`config.mk`:
```
export PLATFORM = sky130hd
export DESIGN_NAME = my_design_checker_lfsr
export DESIGN_NICKNAME = d
export VERILOG_FILES = /design/src/rtl/my_design_checker_pkg.sv /design/src/rtl/my_design_checker_lfsr.sv
export SDC_FILE = /design/constraint.sdc
export NUM_CORES = 1
export LEC_CHECK = 0
export ABC_CLOCK_PERIOD_IN_PS = 910
export CORE_MARGIN = 2
export CORE_UTILIZATION = 40
export CTS_BUF_LIST = sky130_fd_sc_hd__clkbuf_16
export DETAILED_ROUTE_END_ITERATION = 16
export PLACE_DENSITY_LB_ADDON = 0.08
export SLEW_MARGIN = 5
export SYNTH_ARGS = -nofsm -noshare
export SYNTH_HDL_FRONTEND = slang
export SYNTH_SLANG_ARGS = --single-unit
export TNS_END_PERCENT = 1
```
`constraint.sdc`:
```
create_clock -name i_Clock -period 0.91 [get_ports i_Clock]
set_input_delay 0.182 -clock i_Clock [delete_from_list [all_inputs] [get_ports i_Clock]]
set_output_delay 0.182 -clock i_Clock [all_outputs]
set_load 0.05 [all_outputs]
```
`src/rtl/my_design_checker_pkg.sv`:
```
`default_nettype none
// ============================================================================
//  Module      : my_design_checker_pkg
//  Description : Shared types and constants for the DUT stimulus/checker block
//  Revision    : 1.0 - initial release
// ============================================================================
package my_design_checker_pkg;

   typedef enum logic [2:0] {
      S_IDLE  = 3'd0,
      S_FLUSH = 3'd1,
      S_RUN   = 3'd2,
      S_DRAIN = 3'd3,
      S_DONE  = 3'd4
   } state_e;

   // One driven stimulus vector as remembered by the expected-value model
   typedef struct packed {
      logic data;
      logic rst;
      logic valid;
   } hist_t;

   localparam int          C_LFSR_W        = 16;
   // Right-shifting Fibonacci form: taps 16,14,13,11 sit at bits 0,2,3,5
   localparam logic [15:0] C_LFSR_TAP_MASK = 16'h002D;
   localparam logic [15:0] C_LFSR_SEED     = 16'hACE1;
   localparam logic [15:0] C_FLUSH_LEN     = 16'd2;
   localparam logic [15:0] C_DRAIN_LEN     = 16'd2;
   localparam logic [15:0] C_ERR_SENTINEL  = 16'hFFFF;

   function automatic logic [15:0] sat_inc16(input logic [15:0] v);
      return (v == 16'hFFFF) ? v : v + 16'd1;
   endfunction

endpackage
`default_nettype wire

```
`src/rtl/my_design_checker_lfsr.sv`:
```
`default_nettype none
// ============================================================================
//  Module      : my_design_checker_lfsr
//  Description : 16-bit Fibonacci LFSR with synchronous load and advance
//  Revision    : 1.0 - initial release
// ============================================================================
module my_design_checker_lfsr
   import my_design_checker_pkg::*;
#(
   parameter logic [C_LFSR_W-1:0] P_SEED = C_LFSR_SEED
) (
   input  wire logic                i_Clock,
   input  wire logic                i_Reset_n,
   input  wire logic                i_Load,
   input  wire logic                i_Advance,
   output logic [C_LFSR_W-1:0]      o_State
);
   logic [C_LFSR_W-1:0] state_d;
   logic [C_LFSR_W-1:0] state_q;
   logic                feedback;

   // Load has priority over advance; new bit enters at the top
   always_comb begin
      feedback = ^(state_q & C_LFSR_TAP_MASK);
      state_d  = state_q;
      if (i_Load) begin
         state_d = P_SEED;
      end else if (i_Advance) begin
         state_d = {feedback, state_q[C_LFSR_W-1:1]};
      end
   end

   // State register, reset to the seed
   always_ff @(posedge i_Clock or negedge i_Reset_n) begin
      if (!i_Reset_n) state_q <= P_SEED;
      else            state_q <= state_d;
   end

   assign o_State = state_q;
endmodule
`default_nettype wire

```
; Word level (Yosys, flattened, before mapping)
; Index checks and enable logic that the tools add are counted.
[op_classes]
n_mux = 2
n_reduce_logical = 2
[ops]
columns = cell, n
row1 = 16-bit two-way mux, 2
row2 = 16-bit XOR reduction, 1
row3 = 2-bit nonzero test, 1
[totals]
regBits = 16
output_inout_bits = 16
input_bits = 4
wordCells = 5

; Depth between registers and ports, before layout
; Gate-level depths: netlist of run 1.
[logic_depth]
word_depth = 3
ltp_mapped = 4
depth_no_buf = 3

; Least setup slack after synthesis of run 1
; Ideal clock, no wire load.
[synth_timing]
path_kind = register to register
from = register state_q[5] (netlist: o_State[5])
to = register state_q[15] (netlist: o_State[15])
setup_time_ps = 77
required_ps = 833
n_path_buf = 0
arrival_time_ps = 1108
path_stages_with_launch = 4
slack_ps = -275
synth_period_minus_slack_ps = 1185
cell_sequence = dfstp_2 > xnor2_1 > xnor2_1 > a31oi_1
[synth_between]
elab_chain_cells = 3
[synth_lines]
columns = item, line_no
row1 = start: declaration, my_design_checker_lfsr.sv:19  ; logic [C_LFSR_W-1:0] state_q;
row2 = start signal: assignment, my_design_checker_lfsr.sv:36  ; else state_q <= state_d;
row3 = 16-bit XOR reduction, my_design_checker_lfsr.sv:24  ; feedback = ^(state_q & C_LFSR_TAP_MASK);
row4 = 16-bit two-way mux, my_design_checker_lfsr.sv:28  ; end else if (i_Advance) begin
row5 = 16-bit two-way mux, my_design_checker_lfsr.sv:26  ; if (i_Load) begin
; No other way between the ends. The select of a mux whose other input is x is not followed.
; A chain may end at the register's enable or synchronous reset.

; Worst setup path after layout of run 1
[layout_timing]
from = register state_q[5] (netlist: o_State[5])
to = output o_State[5]
[layout_lines]
columns = item, line_no
row1 = end: declaration, my_design_checker_lfsr.sv:16  ; output logic [C_LFSR_W-1:0] o_State
; No word-level cell between the ends.

==> results of run 1 <==
layout make-up:
cell class	count	area, sq um	share of cell area, %
repair buffers	29	460	37.2
flip-flops and latches	16	415	33.6
multi-input cells	35	259	20.9
clock buffers	3	75.1	6.07
well taps	16	20.0	1.62
clock inverters	1	3.75	0.303
inverters	1	3.75	0.303
cells in the mapped netlist:
library cell / instances
dfrtp_1: 8
dfstp_2: 8
buf_6: 1
buf_8: 1
mux2i_1: 15
xnor2_1: 3
nand2_1: 7
nor2_1: 8
nor3_1: 1
clkbuf_2: 1
a31oi_1: 1
inv_1: 1
timing repair:
action	4_1_cts	5_1_grt
endpoints found under the setup margin	32	20
buffers inserted	2	0
gates cloned	0	0
gates resized for setup	4	0
pin swaps	1	0
final timing paths:
kind                                    end  depth (start not counted)  slack [ps]        start
worst max-delay path             o_State[5]                          2        -360   o_State[5]
max in group asynchronous        o_State[7]                          2         450    i_Reset_n
worst min-delay path            o_State[14]                          2         250    i_Reset_n
worst max register to register  o_State[15]                          4        -260   o_State[5]
min in group i_Clock            o_State[15]                          3         470    i_Advance
worst min register to register  o_State[11]                          2         570  o_State[11]
through the flow:
stage               utilization [%]  hold slack (ps)  power, W  instances
floorplan                         -             -114   0.00110         55
global placement               72.7              505   0.00138         95
detailed placement             72.7              509   0.00139         95
CTS                            79.4              250   0.00225        101
global route                   79.4              285   0.00231        101
finish                         79.4              249   0.00222        101
cell families after synthesis:
kind of cell / synth area share, %
compound gates: 0.908
flops: 59.5
xor+xnor: 3.81
simple gates: 8.89
buf+inv: 5.08
mux: 21.8
layout by cell type (no fill, tap or decap), drive strengths merged:
cell	count
dfrtp	8
nor3	1
nor2	8
nand2	7
a31oi	1
xnor2	3
clkinv	1
clkdlybuf4s50	2
mux2i	15
clkbuf	3
inv	1
dfstp	8
buf	26
dlygate4sd2	1
critical path: cells and delay by family, from the launching register on:
family / cells / cell delay, ps
buffers and inverters: 2 / 220
flip-flops: 1 / 630
power breakdown:
part | leakage [nW] | total [W] | internal [W] | switching (W)
logic | 0.366 | 0.000545 | 0.000273 | 0.000271
registers | 0.188 | 0.000840 | 0.000779 | 0.0000608
clock network | 0.0385 | 0.000838 | 0.000582 | 0.000256
total | 0.593 | 0.00222 | 0.00163 | 0.000588
per-layer routing:
layer,part of all wire [%],routed length (um)
met5,0,0
met4,0.83,12
met3,3.7,53
met2,51,737
met1,45,646
==> impl_metrics.py, run 1 <==
metrics = {
    "run_status": {
        "status": "complete, but fails checks",
        "violations": "setup timing",
    },
    "drt": {
        "drt-initial-drc-count": 4,
        "route.detailed.drc": 0,
        "firstDrtPassIters": 4,
        "wirelength_um": 1450,
        "postRouteAntennaNets": 0,
        "vias": 493,
        "routedWlPerCell_um": 14.4,
        "avgViaCountPerCell": 4.88,
    },
    "yosys": {
        "yosysTopAreaCellShare_pct": 30.5,
        "ys_types": 12,
        "yosysTopAreaCell": "dfstp_2",
        "syn_nets": 59,
        "syn-instance-count": 55,
        "yosysSeqAreaShare_pct": 59.5,
        "synth_warnings": 0,
        "netlist_top_cells_area": "dfstp_2 30%, dfrtp_1 29%, mux2i_1 22%, nor2_1 4.4%, nand2_1 3.8%",
        "synth_seq_cells": 16,
        "syn_area_per_cell_sq_um": 12.5,
        "syn_area_sq_um": 689,
    },
    "floorplan": {
        "row_count": 14,
        "initial_core_util_pct": 44.2,
        "die_y_um": 45.5,
        "die_w_um": 45.5,
        "die_area_sq_mm": 0.00207,
        "core_sq_mm": 0.00156,
        "ios": 20,
    },
    "clocking": {
        "clock_path_buffers": 2,
        "postCtsHoldBufs": 0,
        "cts_sinks": 16,
        "h-tree-depth": 1,
        "cts_tree": "built",
        "worstSkewPairLatency_ps": 240,
        "root_buffer": "clkbuf_16",
        "cts-buffers-inserted": 3,
        "path_clk_slew_ps": 50,
    },
    "layout": {
        "final_nets": 90,
        "n_fill_cell": 84,
        "fin_area_sq_mm": 0.00124,
        "largest_reg_flops": 16,
        "area_growth_pct": 79.5,
        "drive_gt1_share_pct": 47.1,
        "num_antenna_cells": 0,
    },
    "sta": {
        "slew_violations": 0,
        "period_minus_slack_ps": 1270,
        "fmax_ghz": 0.787,
        "worst_pin_slew_ps": 253,
        "hold_viol": 0,
        "clock_skew_ps": 1.51,
        "worst_slack_ps": -360,
        "period_share_pct": 140,
        "tns_ps": -3450,
        "rsz0062_at_grt": "true",
        "setup_viol": 19,
        "relSlewSlack_pct": 83.1,
    },
    "placement": {
        "gp_congestion": 0.675,
        "pre_cts_slack_ps": -372,
        "place_hpwl_um": 1070,
        "dpl_cell_area_sq_mm": 0.00113,
        "place.port_buffers": 19,
    },
    "grt": {
        "gr-usage-met1_pct": 22.2,
        "grt_max_degree": 18,
        "gr-total-overflow": 0,
        "antenna_found_initial": 0,
        "grt-busiest-layer": "met2",
        "use_met2_pct": 29.6,
        "grt_pass1_wl_um": 2560,
        "use_met3_pct": 3.97,
        "grt.total_usage_pct": 18.0,
        "grt_pass1_vias": 551,
    },
    "setup_path": {
        "worst_setup_path_start_kind": "flip-flop",
        "crit_top_cell": "buf_12",
        "worstPathMaxFanout": 2,
        "cp-end-kind": "output pin",
        "cp_slowest_stage_delay_ps": 630,
        "arrival_ps": 1090,
        "critical_path.slowest_cell": "dfstp_4",
        "cp_cell_sequence": "buf_12 > buf_12",
        "critPathKind": "reg -> out",
        "required_ps": 730,
    },
    "pwr": {
        "p_leak_nw": 0.593,
        "peakVddDrop_mv": 1.20,
        "power_density_mw_per_mm2": 1800,
    },
    "flow_run": {
        "drv_cap": 0,
    },
    "min_path": {
        "hp-class": "in -> async",
    },
}
(Power assumes the default switching activity.)
==> run 2, diff against run 1 <==
--- a/config.mk
+++ b/config.mk
@@ -11,6 +11,7 @@
 export CTS_BUF_LIST = sky130_fd_sc_hd__clkbuf_16
 export DETAILED_ROUTE_END_ITERATION = 16
 export PLACE_DENSITY_LB_ADDON = 0.08
+export RECOVER_POWER = 25
 export SLEW_MARGIN = 5
 export SYNTH_ARGS = -nofsm -noshare
 export SYNTH_HDL_FRONTEND = slang
==> run 2 against run 1 <==
Against the previous run: the run still ends with setup timing left; sequential share of layout area rose by 0.20 points; clock skew barely moved; fmax barely moved; clock power barely moved; largest cell class unchanged; highest routed layer unchanged.
==> impl_metrics.py, run 2 (synthesized netlist as in run 1, its figures left out) <==
metrics = {
    "run_status": {
        "status": "complete, but fails checks",
        "violations": "setup timing",
    },
    "setup_path": {
        "cp_cell_sequence": "buf_12 > buf_12",
        "worstSetupStartpoint": "o_State[5]",
        "crit_cells": 2,
        "path_buf_inv": 2,
        "crit_top_cell": "buf_12",
        "cp_top_family": "flip-flops",
        "arrival_ps": 1090,
        "ff2ff_setup_slack_ps": -260,
        "worstPathMaxFanout": 2,
        "cp-end-kind": "output pin",
        "reg2regPathDepth": 4,
        "critical_path.slowest_cell": "dfstp_4",
        "cp-endpoint": "o_State[5]",
        "required_ps": 730,
        "critPathKind": "reg -> out",
        "r2r-end": "o_State[15]",
        "worst_setup_path_start_kind": "flip-flop",
        "cp_slowest_stage_delay_ps": 630,
        "r2r-start": "o_State[5]",
    },
    "drt": {
        "routedWlPerCell_um": 14.3,
        "wirelength_um": 1450,
        "avgViaCountPerCell": 4.89,
        "drt-initial-drc-count": 4,
        "route.detailed.drc": 0,
        "postRouteAntennaNets": 0,
        "firstDrtPassIters": 4,
        "vias": 494,
    },
    "clocking": {
        "clock_path_buffers": 2,
        "cts-buffers-inserted": 3,
        "postCtsHoldBufs": 0,
        "cts_sinks": 16,
        "worstSkewPairLatency_ps": 240,
        "h-tree-depth": 1,
        "path_clk_slew_ps": 50,
        "root_buffer": "clkbuf_16",
        "cts_tree": "built",
    },
    "floorplan": {
        "initial_core_util_pct": 44.2,
        "die_y_um": 45.5,
        "core_sq_mm": 0.00156,
        "ios": 20,
        "die_area_sq_mm": 0.00207,
        "row_count": 14,
        "die_w_um": 45.5,
    },
    "sta": {
        "worst_slack_ps": -360,
        "fmax_ghz": 0.787,
        "rsz0062_at_grt": "true",
        "slew_violations": 0,
        "hold_viol": 0,
        "setup_viol": 19,
        "worst_pin_slew_ps": 445,
        "period_share_pct": 140,
        "relSlewSlack_pct": 70.3,
        "clock_skew_ps": 1.51,
        "period_minus_slack_ps": 1270,
    },
    "layout": {
        "n_fill_cell": 86,
        "area_growth_pct": 78.4,
        "drive_gt1_share_pct": 44.7,
        "final_cell_mix": "18 x buf_12, 15 x mux2i_1, 8 x nor2_1",
        "final_nets": 90,
        "multi_input_area_sq_um": 259,
        "finalNonFillerCells": 101,
        "final_common_cell": "buf_12",
        "num_antenna_cells": 0,
        "utilization_pct": 78.9,
        "largest_reg_flops": 16,
        "seq_area_sq_um": 415,
    },
    "placement": {
        "place.port_buffers": 19,
        "placedCellCount": 95,
        "place_hpwl_um": 1070,
        "gp_congestion": 0.675,
    },
    "grt": {
        "grt_pass1_wl_um": 2560,
        "grt.total_usage_pct": 18.0,
        "gr-total-overflow": 0,
        "antenna_found_initial": 0,
        "grt_max_degree": 18,
        "grt_pass1_vias": 551,
    },
    "flow_run": {
        "drv_cap": 0,
    },
    "pwr": {
        "power_density_mw_per_mm2": 1800,
        "peakVddDrop_mv": 1.20,
        "p_leak_nw": 0.586,
    },
    "min_path": {
        "hp-class": "in -> async",
    },
}
-- run 2: layout make-up --
type	instances	share of cell area (%)
clock buffer	3	6.10
clock inverter	1	0.305
inverter	1	0.305
multi-input combinational	35	21.1
sequential	16	33.8
tap	16	1.63
timing repair buffer	29	36.8
-- run 2: timing repair --
item                                    4_1_cts  5_1_grt
setup buffers                                 2        0
resized for setup                             4        0
pin swaps                                     1        0
endpoints found under the setup margin       32       20
-- run 2: metrics by stage --
step	setup slack, ps	cell area [sq um]	power (W)	setup TNS (ps)	hold slack, ps
CTS	-364	1240	0.00225	-3580	250
finish	-360	1230	0.00222	-3450	413
floorplan	-241	709	0.00110	-652	-114
global route	-385	1230	0.00231	-4000	470
global placement	-334	1130	0.00138	-5110	505
detailed placement	-372	1130	0.00139	-5400	509
-- run 2: worst min path at each step --
stage | endpoint | cells past startpoint
4_1_cts | o_State[14] | 2
6_report | o_State[14] | 2
2_1_floorplan | o_State[12] | 0
5_1_grt | o_State[14] | 2
3_3_place_gp | o_State[1] | 2
3_5_place_dp | o_State[1] | 2
-- run 2: layer usage --
layer  part of all wire, %  vias up  track usage, %
li1                      -      244               -
met1                    45      234            22.2
met2                    51       14            29.6
met3                   3.7        2            3.97
met4                  0.83        0            8.82
met5                     0        -               0
-- run 2: power by group --
| group | switching, W | internal (W) | total (W) | leakage (nW) |
|---|---|---|---|---|
| clock network | 0.000256 | 0.000582 | 0.000838 | 0.0385 |
| registers | 0.0000609 | 0.000779 | 0.000840 | 0.188 |
| logic | 0.000271 | 0.000269 | 0.000540 | 0.359 |
| total | 0.000588 | 0.00163 | 0.00222 | 0.586 |
